[src/rtl/dsp_mac_pkg.sv]
// Shared constants and helpers for the dsp_mac_engine MAC pipeline:
// MODE bit positions, signed saturation and add-overflow detection.
package dsp_mac_pkg;

    localparam int MODE_PRE_EN  = 0;
    localparam int MODE_PRE_SUB = 1;
    localparam int MODE_BIAS_EN = 2;

    // Clamp a 64-bit signed value to the range of a w-bit signed number (w <= 63).
    function automatic logic signed [63:0] sat_signed(input logic signed [63:0] x,
                                                      input int unsigned       w);
        logic signed [63:0] hi;
        logic signed [63:0] lo;
        hi = (64'sd1 <<< (w - 1)) - 64'sd1;
        lo = -(64'sd1 <<< (w - 1));
        if (x > hi)
            return hi;
        else if (x < lo)
            return lo;
        else
            return x;
    endfunction

    // Two's-complement add overflows when both operands share a sign the sum lacks.
    function automatic logic add_ovf(input logic a_sign,
                                     input logic b_sign,
                                     input logic sum_sign);
        return (a_sign == b_sign) && (sum_sign != a_sign);
    endfunction

endpackage

[src/rtl/dsp_mac_round_sat.sv]
// Combinational round-half-up, arithmetic right shift and signed clamp of the
// final accumulator value. ACC_W must stay below 63.
module dsp_mac_round_sat
    import dsp_mac_pkg::*;
#(
    parameter int ACC_W = 48,
    parameter int OUT_W = 32,
    parameter int SHIFT = 0
) (
    input  logic signed [ACC_W-1:0] acc,
    output logic signed [OUT_W-1:0] P,
    output logic                    clipped
);

    // Half an output LSB; collapses to zero when SHIFT is 0.
    localparam logic signed [ACC_W:0] RND = ((ACC_W + 1)'(1) << SHIFT) >> 1;

    logic signed [ACC_W:0] sum;
    logic signed [ACC_W:0] r;
    logic signed [63:0]    r_ext;

    // One guard bit keeps the rounding add from wrapping.
    assign sum     = {acc[ACC_W-1], acc} + RND;
    assign r       = sum >>> SHIFT;
    assign r_ext   = 64'(r);
    assign P       = OUT_W'(sat_signed(r_ext, OUT_W));
    assign clipped = (64'(P) != r_ext);

endmodule

[src/rtl/dsp_mac_engine.sv]
// Pipelined, stallable signed multiply-accumulate engine: pre-adder, multiply,
// frame accumulate with optional bias, then round/saturate into a ready/valid result.
module dsp_mac_engine
    import dsp_mac_pkg::*;
#(
    parameter int A_W   = 18,
    parameter int B_W   = 18,
    parameter int C_W   = 48,
    parameter int ACC_W = 48,
    parameter int OUT_W = 32,
    parameter int SHIFT = 0,
    parameter int MREG  = 1,
    parameter int CNT_W = 10
) (
    input  logic                    CLK,
    input  logic                    RST_N,
    input  logic                    IN_VALID,
    output logic                    IN_READY,
    input  logic                    IN_LAST,
    input  logic signed [A_W-1:0]   A,
    input  logic signed [B_W-1:0]   B,
    input  logic signed [B_W-1:0]   D,
    input  logic signed [C_W-1:0]   C,
    input  logic        [2:0]       MODE,
    output logic                    OUT_VALID,
    input  logic                    OUT_READY,
    output logic signed [OUT_W-1:0] P,
    output logic        [CNT_W-1:0] TERMS,
    output logic                    OVF
);

    localparam int PROD_W = A_W + B_W + 1;
    localparam logic [CNT_W-1:0] CNT_MAX = {CNT_W{1'b1}};

    logic stall;

    logic signed [B_W:0]       mul_b_d;
    logic                      s1_valid_q, s1_last_q, s1_bias_q;
    logic signed [A_W-1:0]     s1_a_q;
    logic signed [B_W:0]       s1_mulb_q;
    logic signed [C_W-1:0]     s1_c_q;

    logic signed [PROD_W-1:0]  prod_d;
    logic                      s2_valid, s2_last, s2_bias;
    logic signed [PROD_W-1:0]  s2_prod;
    logic signed [C_W-1:0]     s2_c;

    logic signed [ACC_W-1:0]   acc_q, acc_d, base, prod_ext, c_ext, sum1, sum2;
    logic        [CNT_W-1:0]   cnt_q, cnt_d;
    logic                      ovf_acc_q, ovf_acc_d, first_q, first_d;
    logic                      o1, o2, add_bias;
    logic                      s3_valid_q, s3_last_q;

    logic signed [OUT_W-1:0]   rs_p;
    logic                      rs_clipped;
    logic                      load_out;
    logic                      out_valid_q, ovf_q;
    logic signed [OUT_W-1:0]   p_q;
    logic        [CNT_W-1:0]   terms_q;

    assign stall    = out_valid_q & ~OUT_READY;
    assign IN_READY = ~stall;

    // S1: pre-adder at B_W+1 bits so D+B / D-B never wrap.
    always_comb begin
        mul_b_d = {B[B_W-1], B};
        if (MODE[MODE_PRE_EN]) begin
            mul_b_d = MODE[MODE_PRE_SUB] ? ({D[B_W-1], D} - {B[B_W-1], B})
                                         : ({D[B_W-1], D} + {B[B_W-1], B});
        end
    end

    always_ff @(posedge CLK or negedge RST_N) begin
        if (!RST_N) begin
            s1_valid_q <= 1'b0;
            s1_last_q  <= 1'b0;
            s1_bias_q  <= 1'b0;
            s1_a_q     <= '0;
            s1_mulb_q  <= '0;
            s1_c_q     <= '0;
        end else if (!stall) begin
            s1_valid_q <= IN_VALID;
            s1_last_q  <= IN_LAST;
            s1_bias_q  <= MODE[MODE_BIAS_EN];
            s1_a_q     <= A;
            s1_mulb_q  <= mul_b_d;
            s1_c_q     <= C;
        end
    end

    // S2: multiply, optionally registered.
    assign prod_d = PROD_W'(s1_a_q) * PROD_W'(s1_mulb_q);

    if (MREG != 0) begin : g_mreg
        always_ff @(posedge CLK or negedge RST_N) begin
            if (!RST_N) begin
                s2_valid <= 1'b0;
                s2_last  <= 1'b0;
                s2_bias  <= 1'b0;
                s2_prod  <= '0;
                s2_c     <= '0;
            end else if (!stall) begin
                s2_valid <= s1_valid_q;
                s2_last  <= s1_last_q;
                s2_bias  <= s1_bias_q;
                s2_prod  <= prod_d;
                s2_c     <= s1_c_q;
            end
        end
    end else begin : g_mcomb
        assign s2_valid = s1_valid_q;
        assign s2_last  = s1_last_q;
        assign s2_bias  = s1_bias_q;
        assign s2_prod  = prod_d;
        assign s2_c     = s1_c_q;
    end

    // S3: accumulate. A zero base on the first term makes acc = prod with no overflow.
    assign prod_ext = ACC_W'(s2_prod);
    assign c_ext    = ACC_W'(s2_c);
    assign base     = first_q ? '0 : acc_q;
    assign sum1     = base + prod_ext;
    assign sum2     = sum1 + c_ext;
    assign add_bias = s2_last & s2_bias;
    assign o1       = add_ovf(base[ACC_W-1], prod_ext[ACC_W-1], sum1[ACC_W-1]);
    assign o2       = add_ovf(sum1[ACC_W-1], c_ext[ACC_W-1], sum2[ACC_W-1]);

    always_comb begin
        acc_d     = acc_q;
        cnt_d     = cnt_q;
        ovf_acc_d = ovf_acc_q;
        first_d   = first_q;
        if (!stall && s2_valid) begin
            acc_d     = add_bias ? sum2 : sum1;
            ovf_acc_d = (ovf_acc_q & ~first_q) | o1 | (add_bias & o2);
            cnt_d     = first_q ? CNT_W'(1)
                                : ((cnt_q == CNT_MAX) ? cnt_q : cnt_q + CNT_W'(1));
            first_d   = s2_last;
        end
    end

    always_ff @(posedge CLK or negedge RST_N) begin
        if (!RST_N) begin
            acc_q      <= '0;
            cnt_q      <= '0;
            ovf_acc_q  <= 1'b0;
            first_q    <= 1'b1;
            s3_valid_q <= 1'b0;
            s3_last_q  <= 1'b0;
        end else begin
            acc_q     <= acc_d;
            cnt_q     <= cnt_d;
            ovf_acc_q <= ovf_acc_d;
            first_q   <= first_d;
            if (!stall) begin
                s3_valid_q <= s2_valid;
                s3_last_q  <= s2_last;
            end
        end
    end

    dsp_mac_round_sat #(
        .ACC_W (ACC_W),
        .OUT_W (OUT_W),
        .SHIFT (SHIFT)
    ) u_round_sat (
        .acc     (acc_q),
        .P       (rs_p),
        .clipped (rs_clipped)
    );

    // S4: only a completed frame loads; a consumed result is replaced without a gap.
    assign load_out = ~stall & s3_valid_q & s3_last_q;

    always_ff @(posedge CLK or negedge RST_N) begin
        if (!RST_N) begin
            out_valid_q <= 1'b0;
            p_q         <= '0;
            terms_q     <= '0;
            ovf_q       <= 1'b0;
        end else if (load_out) begin
            out_valid_q <= 1'b1;
            p_q         <= rs_p;
            terms_q     <= cnt_q;
            ovf_q       <= ovf_acc_q | rs_clipped;
        end else if (OUT_READY) begin
            out_valid_q <= 1'b0;
        end
    end

    assign OUT_VALID = out_valid_q;
    assign P         = p_q;
    assign TERMS     = terms_q;
    assign OVF       = ovf_q;

endmodule

[config.mk]
export PLATFORM = sky130hd
export DESIGN_NAME = dsp_mac_engine
export DESIGN_NICKNAME = d
export VERILOG_FILES = /design/src/rtl/dsp_mac_pkg.sv /design/src/rtl/dsp_mac_round_sat.sv /design/src/rtl/dsp_mac_engine.sv
export SDC_FILE = /design/constraint.sdc
export NUM_CORES = 2
export LEC_CHECK = 0
export ABC_AREA = 1
export BUFFER_PORTS_ARGS = -buffer_cell sky130_fd_sc_hd__buf_2
export CELL_PAD_IN_SITES_DETAIL_PLACEMENT = 0
export CELL_PAD_IN_SITES_GLOBAL_PLACEMENT = 2
export CORE_MARGIN = 5
export CORE_UTILIZATION = 37
export CTS_BUF_LIST = sky130_fd_sc_hd__clkbuf_16
export DETAILED_ROUTE_END_ITERATION = 12
export GPL_TIMING_DRIVEN = 0
export PLACE_DENSITY = 0.92
export SLEW_MARGIN = 25
export SYNTH_ARGS = -nofsm -noshare
export SYNTH_HDL_FRONTEND = slang
export SYNTH_SLANG_ARGS = --single-unit
[constraint.sdc]
create_clock -name CLK -period 8.2 [get_ports CLK]
set_input_delay 0.82 -clock CLK [delete_from_list [all_inputs] [get_ports CLK]]
set_output_delay 0.82 -clock CLK [all_outputs]
set_load 0.005 [all_outputs]
# Word level (Yosys, flattened, before mapping)
# Index checks and enable logic that the tools add are counted.
[word_totals]
word_cells = 64
input_bits = 110
register_bits = 282
out_inout_bits = 45
[classes]
n_eq_ne = 7
magnitude_cmp = 2
bitwise = 12
multipliers = 1
n_addsub = 5
mux = 10
reduce_logical = 6
[ops]
columns = ["cell", "n"]
rows = [
  ["$mux 48", 2],
  ["$mux 32", 2],
  ["$add 48x37->48", 1],
  ["$add 48x48->48", 1],
  ["$gt 48x32->1 const B", 1],
  ["$lt 48x32->1 const B", 1],
  ["$ne 32x48->1", 1],
  ["$mux 19", 2],
  ["$mul 18x19->37", 1],
  ["$mux 10", 2],
  ["$add 18x18->19", 1],
  ["$sub 18x18->19", 1],
  ["$add 10x1->10 const B", 1],
  ["$eq 10x10->1 const B", 1],
  ["$and 1x1->1", 6],
  ["$logic_and 1x1->1", 3],
  ["$not 1->1", 3],
  ["$or 1x1->1", 3],
  ["$eq 1x1->1", 2],
  ["$mux 1", 2],
  ["$ne 1x1->1", 2],
  ["$ne 2x2->1 const B", 1],
  ["$reduce_and 2->1", 1],
  ["$reduce_bool 2->1", 1],
  ["$logic_not 1->1", 1],
]

# Logic depth before layout (Yosys ltp)
[logic_depth]
depth_word = 7
mapped_depth = 35
ltp_nobuf = 34

# Cells and area by module
# From an unflattened synthesis, not the netlist that was laid out.
[unflattened]
hier_cells = 4759
hier_area_um2 = 33787.4
[modules_own_cells]
columns = ["module", "cells_each", "seq_area_each_um2", "instances", "area_each_um2"]
rows = [
  ["dsp_mac_engine", 4622, 7058.0, 1, 33078.0],
  ["dsp_mac_round_sat", 137, 0.0, 1, 709.4],
]

# Worst setup path before layout
# No wires, ideal clock.
[synth_path]
path_type = "reg-to-reg"
from = "register s1_mulb_q[18]"
to = "register s2_prod[28]"
period_less_slack_ns = 5.806
path_stages_with_launch = 22
setup_ns = 0.118
required_ns = 8.082
t_arrival_ns = 5.688
n_path_buf = 2
slack_ns = 2.394
path_cell_list = "dfrtp_1 clkbuf_1 buf_1 nand2_1 fa_1 inv_1 fa_1 fa_1 fa_1 fa_1 inv_1 fa_1 inv_1 ha_1 inv_1 o21bai_1 o21bai_1 nor2_1 o211ai_1 or2_2 nand3_1 nand2_1"
[synth_via]
elab_chain_cells = 1
[synth_rtl]
columns = ["item", "line", "rtl"]
rows = [
  ["from (decl)", "dsp_mac_engine.sv:40", "logic signed [B_W:0] s1_mulb_q;"],
  ["from (signal assigned)", "dsp_mac_engine.sv:86", "s1_mulb_q <= mul_b_d;"],
  ["$mul 18x19->37", "dsp_mac_engine.sv:92", "assign prod_d = PROD_W'(s1_a_q) * PROD_W'(s1_mulb_q);"],
  ["to (signal assigned)", "dsp_mac_engine.sv:106", "s2_prod <= prod_d;"],
  ["to (decl)", "dsp_mac_engine.sv:45", "logic signed [PROD_W-1:0] s2_prod;"],
]
# Every way passes these cells.
# A chain may end at the register's enable or synchronous reset.

# Worst setup path after layout
[layout_path]
from = "register s1_mulb_q[7]"
to = "register s2_prod[29]"
# Same word-level chain as after synthesis.

==> flow_metrics.py <==
metrics = {
    "floorplan": {
        "core_um2": 89700,
        "floorplan.die_area_um2": 96100,
        "rows": 110,
        "ioPinCount": 155,
        "die_x_um": 310,
        "die_h_um": 310,
        "start_util_pct": 37.1,
    },
    "worst_setup_path": {
        "cp-start-kind": "register",
        "rr_startpoint": "s1_mulb_q[7]",
        "worstPathRequired_ns": 8.65,
        "worstPathArrival_ns": 7.75,
        "rrSetupSlack_ns": 0.90,
        "endpoint_kind": "register",
        "crit_fanout": 10,
        "r2r_cells": 26,
        "r2r_end": "s2_prod[29]",
        "timing_worst_setup_path_type": "reg -> reg",
    },
    "global_route": {
        "grt_pass1_wl_um": 184000,
        "grt_pass1_vias": 31300,
        "grt_busiest_layer": "met2",
        "grt_use_met1_pct": 31.5,
        "grt_util_met2_pct": 44.7,
        "grt.total_usage_pct": 25.2,
        "antenna_found_initial": 0,
        "gr-total-overflow": 0,
        "met3_usage_pct": 3.38,
        "grt_max_degree": 90,
    },
    "final_layout": {
        "area_growth_pct": 10.7,
        "n_fill_cell": 9601,
        "final_area_um2": 36900,
        "drive_above_1_share_pct": 5.98,
        "num-nets-final": 5547,
        "multi_input_area_um2": 22100,
        "seqCellArea_um2": 7060,
    },
    "clock_network": {
        "cts_tree": "yes",
        "clk_pin_slew_worst_paths_ns": 0.07,
        "clock-sinks": 282,
        "insertion_delay_ns": 0.58,
        "post_cts_buffers": 0,
        "h-tree-depth": 2,
        "cts_buffers": 36,
        "cts-resized-gates": 0,
        "root_buffer": "clkbuf_16",
        "cts_buffer_depth": 3,
        "hold_buffers": 0,
    },
    "sta": {
        "relSlewSlack_pct": 27.9,
        "worstMarginPinSlew_ns": 1.08,
        "period_share_pct": 89.1,
        "finalMaxSlewViolations": 0,
        "post-route-min-period_ns": 7.30,
        "fmax_mhz": 137,
        "worst_slack_ns": 0.895,
        "skew_ns": 0.0250,
        "rsz0062_at_grt": "no",
        "tns_ns": 0,
        "hold_slack_ns": 0.191,
        "setup_violations": 0,
        "hold_viol": 0,
    },
    "yosys": {
        "syn_area_per_cell_um2": 7.11,
        "ys_seq_area_share_pct": 21.2,
        "synthCells": 4684,
        "synth_flop_cell": "dfrtp_1",
        "synth_top_area_share_pct": 21.1,
        "yosys.area_share.simple_pct": 25.9,
        "yosys.area.top_type": "dfrtp_1",
        "async_reset_ff_share_pct": 100,
        "syn_nets": 5351,
        "synthMuxAreaShare_pct": 0,
        "synth_xor_area_share_pct": 2.43,
        "syn-cell-area_um2": 33300,
        "yosysWarnings": 0,
        "synth_edf_count": 0,
        "synth_top_family_by_area": "adder cells",
        "ys_seq_elements": 282,
        "synth_fa_ha_area_share_pct": 28.8,
        "synth_cell_types": 59,
        "synth_compound_area_share_pct": 9.40,
        "synthTopCellsByArea": "dfrtp_1 (21%), fa_1 (21%), nand2_1 (16%)",
    },
    "detailed_routing": {
        "drt_pass1_iterations": 6,
        "routedWlPerCell_um": 19.9,
        "drt_iter0_drc": 2048,
        "drt_wl_total_um": 121000,
        "vias": 30200,
        "via_per_inst": 4.96,
        "drt.antenna.violating_nets": 0,
        "drc": 0,
    },
    "status": {
        "outcome": "complete, no violations",
    },
    "placement": {
        "dp_worst_setup_slack_ns": 0.928,
        "hpwl_um": 101000,
        "placed_cell_area_um2": 35700,
        "io_buffer_count": 153,
        "gp_congestion": 0.985,
    },
    "worst_hold_path": {
        "hold_path.class": "in -> async",
    },
    "flow_run": {
        "max_cap_violations": 0,
    },
}
==> Yosys cell counts (3+ instances only) <==
cell,instances
a211oi_1,4
nor2_2,8
dfrtp_1,281
o31ai_1,3
nor4_1,24
a31oi_1,22
nand4_1,53
ha_1,209
and3_1,4
clkbuf_1,122
or2_2,13
nand2_2,16
o22ai_1,8
buf_2,8
a21boi_0,8
inv_2,6
o211ai_1,17
nor2_1,361
o21ai_0,194
nand3_2,4
and2_1,6
nand3_1,177
nand3b_1,10
nor3_2,4
buf_1,16
xor2_1,55
inv_1,924
xnor2_1,28
xor2_2,5
o21a_1,8
o21ai_1,11
a21oi_1,234
o21bai_1,25
a21o_1,20
nand2_1,1395
fa_1,348
buf_4,4
nor3_1,25
==> flip-flops by register name, summed over array words and instances, names as in the netlist <==
register and cells:
s3_valid_q 1, s2_last 1, s1_c_q 48, s1_mulb_q 19
OUT_VALID 1, c_ext 48, s2_bias 1, s2_prod 37
TERMS 10, s1_valid_q 1, ovf_acc_q 1, s1_a_q 18
s3_last_q 1, cnt_q 10, s1_bias_q 1, OVF 1
P 32, s1_last_q 1, acc_q 48, first_q 1
s2_valid 1
==> through the flow <==
| stage | instances | util (%) |
|---|---|---|
| finish | 6080 | 41.1 |
| global placement | 6013 | 39.6 |
| detailed placement | 6018 | 39.8 |
| global route | 6079 | 41.1 |
| CTS | 6079 | 41.1 |
| floorplan | 4684 | - |
==> cell type report <==
cell class              instances  area share, %
clock inverters                25          0.699
repair buffers                158           2.48
inverters                     931           9.48
multi-input cells            3319           60.1
plain buffers                 152           1.67
diodes                          1        0.00679
well taps                    1176           3.99
clock buffers                  36           2.44
flip-flops and latches        282           19.1
==> cell usage in the layout, fill, tap and decap left out, types with 36 or more instances in the layout <==
cell	count
dfrtp_1	281
xor2_1	55
fa_1	348
nand3_1	177
nand4_1	53
buf_2	160
nand2_1	1395
clkbuf_16	36
ha_1	209
inv_1	930
o21ai_0	194
a21oi_1	234
clkbuf_1	119
nor2_1	361
==> critical path: stages, from the launching register on <==
cell	delay [ns]
dfrtp_1	0.31
clkbuf_1	0.65
buf_1	0.75
nand2_1	0.18
fa_1	0.57
inv_1	0.05
fa_1	0.51
inv_1	0.06
fa_1	0.53
inv_1	0.05
fa_1	0.47
fa_1	0.54
inv_1	0.06
fa_1	0.47
inv_1	0.04
ha_1	0.36
nand2_1	0.10
nor2_1	0.15
nand4_1	0.09
o211ai_1	0.44
a21boi_1	0.17
nor2_1	0.24
nand2_1	0.11
nand2_1	0.07
nand2_1	0.04
nand3_1	0.08
nand2_1	0.06
==> how the worst max path moves through the flow <==
stage	startpoint	end	slack, ns
2_1_floorplan	s1_mulb_q[18]	s2_prod[28]	2.39
3_3_place_gp	RST_N	s1_mulb_q[12]	0.73
3_5_place_dp	s1_mulb_q[7]	s2_prod[29]	0.93
4_1_cts	s1_mulb_q[7]	s2_prod[29]	0.91
5_1_grt	s1_mulb_q[18]	s2_prod[30]	0.46
6_report	s1_mulb_q[7]	s2_prod[29]	0.90
==> per-layer routing <==
metal  vias up  routed length (um)
met2       771               58900
met5         -                   0
met3       201                5950
met4         0                4950
met1     14400               51300
li1      14800                   -
==> cell families (layout without fill, tap and decap cells) <==
logic type	Yosys count	after routing
buffers and inverters	1083	1302
AOI/OAI and AO/OA	566	566
xor gates and xnor gates	88	88
DFF	282	282
other	0	1
adders and majority gates	557	557
and+or+nand+nor	2108	2108
Power is not shown: default switching activity piles up to over one toggle a cycle in this logic, so the estimate is an artifact.
